File: src/rtl/scandoubler_vidmem_port_if.sv
// Scandoubler rotation bus plus RAM client port, grouped for one connection.
// slave: the memory-side responder view; master: scandoubler + RAM view.
interface scandoubler_vidmem_port_if #(
    parameter int ADDR_WIDTH = 22
);
    logic                  vidin_req;
    logic                  vidin_frame;
    logic [9:0]            vidin_row;
    logic [9:0]            vidin_col;
    logic [15:0]           vidin_d;
    logic                  vidin_ack;
    logic                  vidout_req;
    logic                  vidout_frame;
    logic [9:0]            vidout_row;
    logic [9:0]            vidout_col;
    logic [15:0]           vidout_d;
    logic                  vidout_ack;
    logic                  mem_req;
    logic                  mem_we;
    logic [ADDR_WIDTH-1:0] mem_addr;
    logic [15:0]           mem_d;
    logic [15:0]           mem_q;
    logic                  mem_ack;

    modport slave (
        input  vidin_req, vidin_frame, vidin_row, vidin_col, vidin_d,
        output vidin_ack,
        input  vidout_req, vidout_frame, vidout_row, vidout_col,
        output vidout_d, vidout_ack,
        output mem_req, mem_we, mem_addr, mem_d,
        input  mem_q, mem_ack
    );

    modport master (
        output vidin_req, vidin_frame, vidin_row, vidin_col, vidin_d,
        input  vidin_ack,
        output vidout_req, vidout_frame, vidout_row, vidout_col,
        input  vidout_d, vidout_ack,
        input  mem_req, mem_we, mem_addr, mem_d,
        output mem_q, mem_ack
    );
endinterface

File: src/rtl/scandoubler_vidmem_port.sv
// Splits scandoubler write (16 word) / read (8 word) bursts into single RAM words.
// Ports: clk_sys, reset_n (async low), bus (slave modport), wd_err (sticky).
// Optional watchdog: define SCANDOUBLER_VIDMEM_WATCHDOG_EN.
module scandoubler_vidmem_port #(
    parameter int                    ADDR_WIDTH = 22,
    parameter logic [ADDR_WIDTH-1:0] BASE_ADDR  = '0,
    parameter int                    WD_LIMIT   = 255
) (
    input  logic                      clk_sys,
    input  logic                      reset_n,
    scandoubler_vidmem_port_if.slave  bus,
    output logic                      wd_err
);

`ifdef SCANDOUBLER_VIDMEM_WATCHDOG_EN
    localparam bit WdEn = 1'b1;
`else
    localparam bit WdEn = 1'b0;
`endif

    typedef enum logic [2:0] {
        IDLE, WR, RD, WR_END, RD_END
    } state_t;

    state_t                r_state, w_state;
    logic                  r_frame, w_frame;
    logic [9:0]            r_row, w_row;
    logic [9:0]            r_col, w_col;
    logic [3:0]            r_idx, w_idx;
    logic                  r_mem_req, w_mem_req;
    logic                  r_mem_we, w_mem_we;
    logic [ADDR_WIDTH-1:0] r_mem_addr, w_mem_addr;
    logic [15:0]           r_mem_d, w_mem_d;
    logic [15:0]           r_vidout_d, w_vidout_d;
    logic                  r_vidin_ack, w_vidin_ack;
    logic                  r_vidout_ack, w_vidout_ack;
    logic                  r_wd_err, w_wd_err;
    logic [15:0]           r_wd_cnt, w_wd_cnt;
    logic                  w_timeout;

    function automatic logic [ADDR_WIDTH-1:0] f_addr(
        input logic f, input logic [9:0] row,
        input logic [9:0] col, input logic [3:0] idx
    );
        logic [9:0]  c;
        logic [20:0] cat;
        c   = col + {6'd0, idx};
        cat = {f, row, c};
        return BASE_ADDR + ADDR_WIDTH'(cat);
    endfunction

    // Counter only advances while a request waits; compiled out when disabled.
    assign w_timeout = WdEn && r_mem_req && !bus.mem_ack &&
                       (r_wd_cnt == 16'(WD_LIMIT - 1));

    always_comb begin
        w_state      = r_state;
        w_frame      = r_frame;
        w_row        = r_row;
        w_col        = r_col;
        w_idx        = r_idx;
        w_mem_req    = r_mem_req;
        w_mem_we     = r_mem_we;
        w_mem_addr   = r_mem_addr;
        w_mem_d      = r_mem_d;
        w_vidout_d   = r_vidout_d;
        w_vidin_ack  = 1'b0;
        w_vidout_ack = 1'b0;
        w_wd_err     = r_wd_err;
        w_wd_cnt     = (WdEn && r_mem_req && !bus.mem_ack) ?
                       r_wd_cnt + 16'd1 : 16'd0;
        unique case (r_state)
            IDLE: begin
                if (bus.vidout_req) begin
                    w_state    = RD;
                    w_frame    = bus.vidout_frame;
                    w_row      = bus.vidout_row;
                    w_col      = bus.vidout_col;
                    w_idx      = 4'd0;
                    w_mem_req  = 1'b1;
                    w_mem_we   = 1'b0;
                    w_mem_addr = f_addr(bus.vidout_frame, bus.vidout_row,
                                        bus.vidout_col, 4'd0);
                end else if (bus.vidin_req) begin
                    w_state    = WR;
                    w_frame    = bus.vidin_frame;
                    w_row      = bus.vidin_row;
                    w_col      = bus.vidin_col;
                    w_idx      = 4'd0;
                    w_mem_req  = 1'b1;
                    w_mem_we   = 1'b1;
                    w_mem_d    = bus.vidin_d;
                    w_mem_addr = f_addr(bus.vidin_frame, bus.vidin_row,
                                        bus.vidin_col, 4'd0);
                end
            end
            WR: begin
                if (r_mem_req) begin
                    if (bus.mem_ack) begin
                        w_mem_req = 1'b0;
                        // A dropped req still retires the RAM word, but silently.
                        if (bus.vidin_req) begin
                            w_vidin_ack = 1'b1;
                            w_idx       = r_idx + 4'd1;
                            if (r_idx == 4'd15) w_state = WR_END;
                        end else begin
                            w_state = IDLE;
                        end
                    end else if (w_timeout) begin
                        w_mem_req = 1'b0;
                        w_wd_err  = 1'b1;
                        w_state   = WR_END;
                    end
                end else if (bus.vidin_req) begin
                    // Gap cycle after an ack: scandoubler has advanced vidin_d.
                    w_mem_req  = 1'b1;
                    w_mem_d    = bus.vidin_d;
                    w_mem_addr = f_addr(r_frame, r_row, r_col, r_idx);
                end else begin
                    w_state = IDLE;
                end
            end
            RD: begin
                if (r_mem_req) begin
                    if (bus.mem_ack) begin
                        w_mem_req = 1'b0;
                        if (bus.vidout_req) begin
                            w_vidout_d   = bus.mem_q;
                            w_vidout_ack = 1'b1;
                            w_idx        = r_idx + 4'd1;
                            if (r_idx == 4'd7) w_state = RD_END;
                        end else begin
                            w_state = IDLE;
                        end
                    end else if (w_timeout) begin
                        w_mem_req = 1'b0;
                        w_wd_err  = 1'b1;
                        w_state   = RD_END;
                    end
                end else if (bus.vidout_req) begin
                    w_mem_req  = 1'b1;
                    w_mem_addr = f_addr(r_frame, r_row, r_col, r_idx);
                end else begin
                    w_state = IDLE;
                end
            end
            WR_END: if (!bus.vidin_req) w_state = IDLE;
            RD_END: if (!bus.vidout_req) w_state = IDLE;
            default: w_state = IDLE;
        endcase
        if (w_timeout) w_wd_cnt = 16'd0;
    end

    always_ff @(posedge clk_sys or negedge reset_n) begin
        if (!reset_n) begin
            r_state      <= IDLE;
            r_frame      <= 1'b0;
            r_row        <= '0;
            r_col        <= '0;
            r_idx        <= '0;
            r_mem_req    <= 1'b0;
            r_mem_we     <= 1'b0;
            r_mem_addr   <= '0;
            r_mem_d      <= '0;
            r_vidout_d   <= '0;
            r_vidin_ack  <= 1'b0;
            r_vidout_ack <= 1'b0;
            r_wd_err     <= 1'b0;
            r_wd_cnt     <= '0;
        end else begin
            r_state      <= w_state;
            r_frame      <= w_frame;
            r_row        <= w_row;
            r_col        <= w_col;
            r_idx        <= w_idx;
            r_mem_req    <= w_mem_req;
            r_mem_we     <= w_mem_we;
            r_mem_addr   <= w_mem_addr;
            r_mem_d      <= w_mem_d;
            r_vidout_d   <= w_vidout_d;
            r_vidin_ack  <= w_vidin_ack;
            r_vidout_ack <= w_vidout_ack;
            r_wd_err     <= w_wd_err;
            r_wd_cnt     <= w_wd_cnt;
        end
    end

    assign bus.vidin_ack  = r_vidin_ack;
    assign bus.vidout_ack = r_vidout_ack;
    assign bus.vidout_d   = r_vidout_d;
    assign bus.mem_req    = r_mem_req;
    assign bus.mem_we     = r_mem_we;
    assign bus.mem_addr   = r_mem_addr;
    assign bus.mem_d      = r_mem_d;
    assign wd_err         = r_wd_err;

endmodule

File: src/flat_wrapper.sv
// flat-port wrapper written by rule: the top's interface ports become plain ports
module scandoubler_vidmem_port_flat 
#(
    parameter int                    ADDR_WIDTH = 22,
    parameter logic [ADDR_WIDTH-1:0] BASE_ADDR  = '0,
    parameter int                    WD_LIMIT   = 255
)
  (clk_sys, reset_n, wd_err, bus_vidin_req, bus_vidin_frame, bus_vidin_row, bus_vidin_col, bus_vidin_d, bus_vidin_ack, bus_vidout_req, bus_vidout_frame, bus_vidout_row, bus_vidout_col, bus_vidout_d, bus_vidout_ack, bus_mem_req, bus_mem_we, bus_mem_addr, bus_mem_d, bus_mem_q, bus_mem_ack);
  scandoubler_vidmem_port_if #(.ADDR_WIDTH(ADDR_WIDTH)) bus_i ();
  input  logic clk_sys;
  input  logic reset_n;
  output logic wd_err;
  input wire logic [$bits(bus_i.vidin_req)-1:0] bus_vidin_req;
  input wire logic [$bits(bus_i.vidin_frame)-1:0] bus_vidin_frame;
  input wire logic [$bits(bus_i.vidin_row)-1:0] bus_vidin_row;
  input wire logic [$bits(bus_i.vidin_col)-1:0] bus_vidin_col;
  input wire logic [$bits(bus_i.vidin_d)-1:0] bus_vidin_d;
  output wire logic [$bits(bus_i.vidin_ack)-1:0] bus_vidin_ack;
  input wire logic [$bits(bus_i.vidout_req)-1:0] bus_vidout_req;
  input wire logic [$bits(bus_i.vidout_frame)-1:0] bus_vidout_frame;
  input wire logic [$bits(bus_i.vidout_row)-1:0] bus_vidout_row;
  input wire logic [$bits(bus_i.vidout_col)-1:0] bus_vidout_col;
  output wire logic [$bits(bus_i.vidout_d)-1:0] bus_vidout_d;
  output wire logic [$bits(bus_i.vidout_ack)-1:0] bus_vidout_ack;
  output wire logic [$bits(bus_i.mem_req)-1:0] bus_mem_req;
  output wire logic [$bits(bus_i.mem_we)-1:0] bus_mem_we;
  output wire logic [$bits(bus_i.mem_addr)-1:0] bus_mem_addr;
  output wire logic [$bits(bus_i.mem_d)-1:0] bus_mem_d;
  input wire logic [$bits(bus_i.mem_q)-1:0] bus_mem_q;
  input wire logic [$bits(bus_i.mem_ack)-1:0] bus_mem_ack;
  assign bus_i.vidin_req = bus_vidin_req;
  assign bus_i.vidin_frame = bus_vidin_frame;
  assign bus_i.vidin_row = bus_vidin_row;
  assign bus_i.vidin_col = bus_vidin_col;
  assign bus_i.vidin_d = bus_vidin_d;
  assign bus_vidin_ack = bus_i.vidin_ack;
  assign bus_i.vidout_req = bus_vidout_req;
  assign bus_i.vidout_frame = bus_vidout_frame;
  assign bus_i.vidout_row = bus_vidout_row;
  assign bus_i.vidout_col = bus_vidout_col;
  assign bus_vidout_d = bus_i.vidout_d;
  assign bus_vidout_ack = bus_i.vidout_ack;
  assign bus_mem_req = bus_i.mem_req;
  assign bus_mem_we = bus_i.mem_we;
  assign bus_mem_addr = bus_i.mem_addr;
  assign bus_mem_d = bus_i.mem_d;
  assign bus_i.mem_q = bus_mem_q;
  assign bus_i.mem_ack = bus_mem_ack;
  scandoubler_vidmem_port #(.ADDR_WIDTH(ADDR_WIDTH), .BASE_ADDR(BASE_ADDR), .WD_LIMIT(WD_LIMIT)) u_core (.clk_sys(clk_sys), .reset_n(reset_n), .bus(bus_i), .wd_err(wd_err));
endmodule
File: config.mk
export PLATFORM = sky130hd
export DESIGN_NAME = scandoubler_vidmem_port_flat
export DESIGN_NICKNAME = d
export VERILOG_FILES = /design/src/rtl/scandoubler_vidmem_port_if.sv /design/src/rtl/scandoubler_vidmem_port.sv /design/src/flat_wrapper.sv
export SDC_FILE = /design/constraint.sdc
export NUM_CORES = 1
export LEC_CHECK = 0
export ABC_AREA = 1
export BUFFER_PORTS_ARGS = -buffer_cell sky130_fd_sc_hd__buf_4
export CAP_MARGIN = 20
export CORE_ASPECT_RATIO = 0.75
export CORE_MARGIN = 2
export CORE_UTILIZATION = 52
export CTS_CLUSTER_SIZE = 20
export DETAILED_ROUTE_END_ITERATION = 7
export HOLD_SLACK_MARGIN = 0.15
export PLACE_DENSITY = 0.85
export SYNTH_ARGS = -nofsm -noshare
export SYNTH_HDL_FRONTEND = slang
export SYNTH_SLANG_ARGS = --single-unit
File: constraint.sdc
create_clock -name clk_sys -period 2.9 [get_ports clk_sys]
set_input_delay 0.435 -clock clk_sys [delete_from_list [all_inputs] [get_ports clk_sys]]
set_output_delay 0.435 -clock clk_sys [all_outputs]
set_load 0.1 [all_outputs]
Word level (Yosys, flattened, before mapping) --
Cells that the tools add are included. W data, S select, Z words.
Operators by class: add/subtract/negate cells 2, multipliers 0, div/mod/pow operators 0, order comparisons 0, equal/unequal tests 20, shifts and indexed selects 0, muxes and demuxes 54, bitwise gates (word level) 0, reductions and logical operators 11
Operators with widths (number):
- $mux W22 | 6
- $pmux W22 S3 | 1
- $mux W16 | 3
- $mux W10 | 4
- $mux W3 | 12
- $mux W4 | 8
- $pmux W16 S2 | 1
- $mux W1 | 16
- $pmux W3 S5 | 1
- $ne A2 B2 Y1 const B | 7
- $pmux W4 S3 | 1
- $add A10 B4 Y10 | 1
- $ne A3 B3 Y1 const B | 3
- $ne A4 B4 Y1 const B | 2
- $reduce_and A8 Y1 | 1
- $eq A3 B2 Y1 const B | 2
- $reduce_and A6 Y1 | 1
- $reduce_and A5 Y1 | 1
- $add A4 B1 Y4 const B | 1
- $eq A4 B3 Y1 const B | 1
- $eq A4 B4 Y1 const B | 1
- $ne A2 B1 Y1 const B | 2
- $reduce_and A2 Y1 | 2
- $reduce_and A4 Y1 | 1
- other kinds (7) | 8
Word-level totals: register bits 86, latch bits 0, RAM bits 0, memory bits (read-only) 0, bits of input ports 79, output and inout bits 59, word-level logic and storage cells 99, memories kept 0

Depth between registers and ports, before layout --
depth in word-level cells 6, gate-level depth with buffers 11, mapped depth without buffers 10

Worst setup path before layout --
No wires, ideal clock.
path kind register -> register, start register u_core.r_mem_req (netlist: u_core.bus.mem_req), end register u_core.r_mem_addr[1] (netlist: u_core.bus.mem_addr[1]), setup time 0.120 ns, arrival time 1.915 ns, required time 2.780 ns, path slack 0.866 ns, cell stages (with the launch flop) 10, path buffers 2, cells stage by stage dfrtp_1 > buf_2 > inv_1 > o21ai_0 > nor2_1 > nand2_2 > inv_4 > buf_6 > nand2_1 > nand2_1
On the way: longest elaborated chain between the ends 2
RTL lines:
- start: declaration | RTL line scandoubler_vidmem_port.sv:30 | logic r_mem_req, w_mem_req;
- start signal: assignment | RTL line scandoubler_vidmem_port.sv:176 | r_mem_req <= w_mem_req;
- $ne A2 B2 Y1 (no source line)
- $reduce_and A6 Y1 (no source line) (*)
- end signal: assignment | RTL line scandoubler_vidmem_port.sv:178 | r_mem_addr <= w_mem_addr;
- end: declaration | RTL line scandoubler_vidmem_port.sv:32 | logic [ADDR_WIDTH-1:0] r_mem_addr, w_mem_addr;
Every way passes the cells marked *; elsewhere a longest branch is shown, timed or not. A chain may end at the register's enable or synchronous reset.

Worst setup path after layout --
start register u_core.r_state[1], end register u_core.r_mem_addr[13] (netlist: u_core.bus.mem_addr[13])
On the way: longest elaborated chain between the ends 3
RTL lines:
- start: declaration | RTL line scandoubler_vidmem_port.sv:25 | state_t r_state, w_state;
- start signal: assignment | RTL line scandoubler_vidmem_port.sv:171 | r_state <= w_state;
- $eq A3 B2 Y1, or another cell as far along | RTL line scandoubler_vidmem_port.sv:72 | unique case (r_state)
- $ne A2 B2 Y1 (no source line), or another cell as far along
- $reduce_and A6 Y1 (no source line)
Several ways; a longest one is shown, not always the timed one.

==> impl_metrics.csv <==
group,metric,value,unit
floorplanning,core-area,8023,sq um
synthesis,yosysWarningCount,0,
cts,cts_post_setup_buffers_inserted,0,
routing,drt-total-wl,11050,microns
cts,cts_num_sinks,85,
cts,cts_buffer_depth,2,
routing,avgViaCountPerCell,5.109,
cells_and_area,n_fill_cell,646,
placed_design,place.detailed.hpwl,7883,microns
cells_and_area,ff_latch_area,2127,sq um
synthesis,synth-seq-cells,85,
routing,detail_route.first_pass.iterations,5,
timing,finalCriticalPeriod,2.170,ns
routing,ant_nets,0,
timing,slew_headroom,48.25,%
grt,vias_in_the_first_global_route,4142,
timing,setup_viol,0,
timing,finalMaxSlewViolations,0,
timing,postLayoutSetupSlackWorst,0.7298,ns
cells_and_area,syn_to_final_growth,30.07,%
cells_and_area,antenna-diode-count,0,
grt,grt_antenna_before_repair,0,
synthesis,part_of_the_yosys_area_used_for_sequential_elements,48.74,%
timing,final.setup.tns,0,ns
setup_path,cp.arrival,2.46,ns
cts,maximum_level_of_the_cts_h_tree,3,
timing,final_min_period_over_clock_period,74.84,%
placed_design,finalWeightedCongestion,0.8771,
floorplanning,chipWidth,109.8,microns
grt,globalRouteMet1Util,34.29,%
placed_design,placement.setup.worst_slack,0.8104,ns
cells_and_area,multiInputGateArea,1881,sq um
routing,post_drt_wl_per_cell,13.38,microns
floorplanning,floorplan.rows,28,
grt,total_global_route_track_usage,25.88,%
setup_path,worst_setup_start_kind,"flop",
routing,drt-initial-drc-count,246,
cts,clockRootBuffer,"sky130_fd_sc_hd__clkbuf_8",
routing,post-route-drc-count,0,
floorplanning,die_h,83.34,microns
setup_path,required,3.19,ns
placed_design,io_buffers,135,
setup_path,worstSetupEndpointType,"flop",
cells_and_area,share_of_final_layout_standard_cells_stronger_than_drive_strength_1,23.58,%
synthesis,post_synthesis_instance_total,589,
floorplanning,floorplan.initialDensity,54.40,%
timing,timing.final.hold_violations,0,
synthesis,synthDistinctLibCells,34,
cts,insertion_delay,0.36,ns
timing,finClkSkew,0.008567,ns
grt,grt_first_pass_wirelength,18930,microns
timing,timing_worst_slew_pin_value,0.7754,ns
cts,cts_tree,"built",
run,max_cap_violations,0,
setup_path,timing_worst_setup_path_type,"flop to flop",
routing,vias,4220,
cells_and_area,commonest_non_fill_non_tap_cells_in_the_layout,"sky130_fd_sc_hd__nand2_1 (263), sky130_fd_sc_hd__buf_4 (139), sky130_fd_sc_hd__dfrtp_1 (85)",
grt,global_route.usage.met3,8.713,%
synthesis,syn-cell-area,4364,sq um
setup_path,cp_max_fo,30,
status,run_status,"finished, final reports clean",
grt,global_route.overflow_total,0,
timing,fmaxAchievable,460.8,MHz
floorplanning,die_area,9149,sq um
timing,grt_setup_unrepaired,"false",
min_path,timing.hold.worst.class,"input pin to flop",
floorplanning,pin_count,138,
cts,cts-buffers-inserted,9,
cells_and_area,layout_commonest_cell,"sky130_fd_sc_hd__nand2_1",
grt,grt_most_used_layer,"met2",
cells_and_area,num-nets-final,801,
cts,worst_setup_hold_path_clk_slew,0.09,ns
synthesis,syn-mean-instance-area,7.409,sq um
grt,global_route.usage.met2,40.04,%
grt,grt_start_max_net_pins,86,
==> layer usage <==
metal  up-vias  share of wire, %
li1       2093                 -
met3        20               8.7
met2       184                46
met5         -                 0
met4         0               1.8
met1      1923                44
==> area by class of cell <==
cell class                 count  area share, %
sequential                    85          37.47
multi-input combinational    421          33.13
timing repair buffer         142          19.31
inverter                      57          3.813
clock buffer                  11          2.491
tap                          105          2.314
clock inverter                 5          1.477
==> path summary, 6_finish.rpt <==
check | startpoint | to | slack, ns | cells past startpoint
max | u_core.r_state[1] | u_core.bus.mem_addr[13] | 0.73 | 8
min | bus_mem_q[0] | u_core.bus.vidout_d[0] | 0.28 | 3
max reg2reg | u_core.r_state[1] | u_core.bus.mem_addr[13] | 0.73 | 8
min reg2reg | u_core.bus.mem_addr[2] | u_core.bus.mem_addr[2] | 0.48 | 2
max in group asynchronous | reset_n | u_core.bus.vidout_d[13] | 1.84 | 3
min in group asynchronous | reset_n | u_core.bus.mem_addr[9] | 0.45 | 2
==> flip-flops by register name, indices dropped and copies added, names as in the netlist <==
register	flops
u_core.r_idx	4
u_core.r_frame	1
u_core.r_col	10
u_core.bus.vidin_ack	1
u_core.bus.mem_we	1
u_core.bus.vidout_d	16
u_core.r_state	3
u_core.bus.vidout_ack	1
u_core.bus.mem_addr	21
u_core.r_row	10
u_core.bus.mem_req	1
u_core.bus.mem_d	16
==> through the flow <==
step / std cells / hold slack, ns / util, % / instance area [sq um]
finish: 826 / 0.2754 / 70.76 / 5677
global route: 826 / 0.2635 / 70.76 / 5677
CTS: 823 / 0.2612 / 70.10 / 5624
detailed placement: 807 / 0.4666 / 67.30 / 5399
global placement: 807 / 0.4647 / 67.30 / 5399
floorplan: 590 / 0.1394 / - / 4368
==> worst max-delay path: stages, from the launching register on <==
cell                      delay (ns)
sky130_fd_sc_hd__dfrtp_1        0.48
sky130_fd_sc_hd__nor2_2         0.26
sky130_fd_sc_hd__nand2_1        0.14
sky130_fd_sc_hd__nand2_1        0.10
sky130_fd_sc_hd__buf_4          0.23
sky130_fd_sc_hd__inv_1          0.38
sky130_fd_sc_hd__o21ai_0        0.33
sky130_fd_sc_hd__nand2_1        0.10
sky130_fd_sc_hd__nand2_1        0.07
==> logic make-up after synthesis <==
family                   synth area share (%)
buffers and inverters                   8.314
XOR/XNOR                               0.2007
adder cells (fa/ha/maj)                 1.892
AO/OA/AOI/OAI                           9.920
other                                 0.08593
multiplexers                           0.7454
flip-flops                              48.74
AND/OR/NAND/NOR                         30.10
==> synthesized netlist by cell type <==
cell type,number,share of area (%)
sky130_fd_sc_hd__nand2_1,263,23
sky130_fd_sc_hd__o211ai_1,3,0.52
sky130_fd_sc_hd__inv_1,54,4.6
sky130_fd_sc_hd__xnor2_1,1,0.20
sky130_fd_sc_hd__nor3_1,1,0.11
sky130_fd_sc_hd__nor2_2,1,0.14
sky130_fd_sc_hd__o21ai_0,58,6.7
sky130_fd_sc_hd__nor2_4,1,0.26
sky130_fd_sc_hd__nand3_2,2,0.46
sky130_fd_sc_hd__fa_1,1,0.46
sky130_fd_sc_hd__o21ai_1,13,1.5
sky130_fd_sc_hd__dfrtp_1,85,49
sky130_fd_sc_hd__inv_4,1,0.14
sky130_fd_sc_hd__nand3b_1,1,0.17
sky130_fd_sc_hd__conb_1,1,0.086
sky130_fd_sc_hd__nand3_1,29,3.3
sky130_fd_sc_hd__o21a_1,1,0.17
sky130_fd_sc_hd__o2111ai_2,1,0.34
sky130_fd_sc_hd__a21oi_1,5,0.57
sky130_fd_sc_hd__inv_2,2,0.17
sky130_fd_sc_hd__ha_1,5,1.4
sky130_fd_sc_hd__buf_2,8,0.92
sky130_fd_sc_hd__mux2_2,2,0.52
sky130_fd_sc_hd__a21o_1,1,0.17
sky130_fd_sc_hd__nand4_1,5,0.72
sky130_fd_sc_hd__buf_6,2,0.52
sky130_fd_sc_hd__clkbuf_2,1,0.11
sky130_fd_sc_hd__mux2i_1,1,0.23
sky130_fd_sc_hd__clkbuf_1,11,0.95
sky130_fd_sc_hd__buf_4,5,0.86
sky130_fd_sc_hd__or2_0,1,0.14
sky130_fd_sc_hd__nor2_1,20,1.7
sky130_fd_sc_hd__nand2_2,2,0.29
sky130_fd_sc_hd__or2_2,1,0.14
==> timing repair <==
action                                 in CTS  in global routing
resized for setup                           0                  0
endpoints found under the hold margin       0                 10
hold buffers                                0                  1
Power is not shown: default switching activity piles up to over one toggle a cycle in this logic, so the estimate is an artifact.
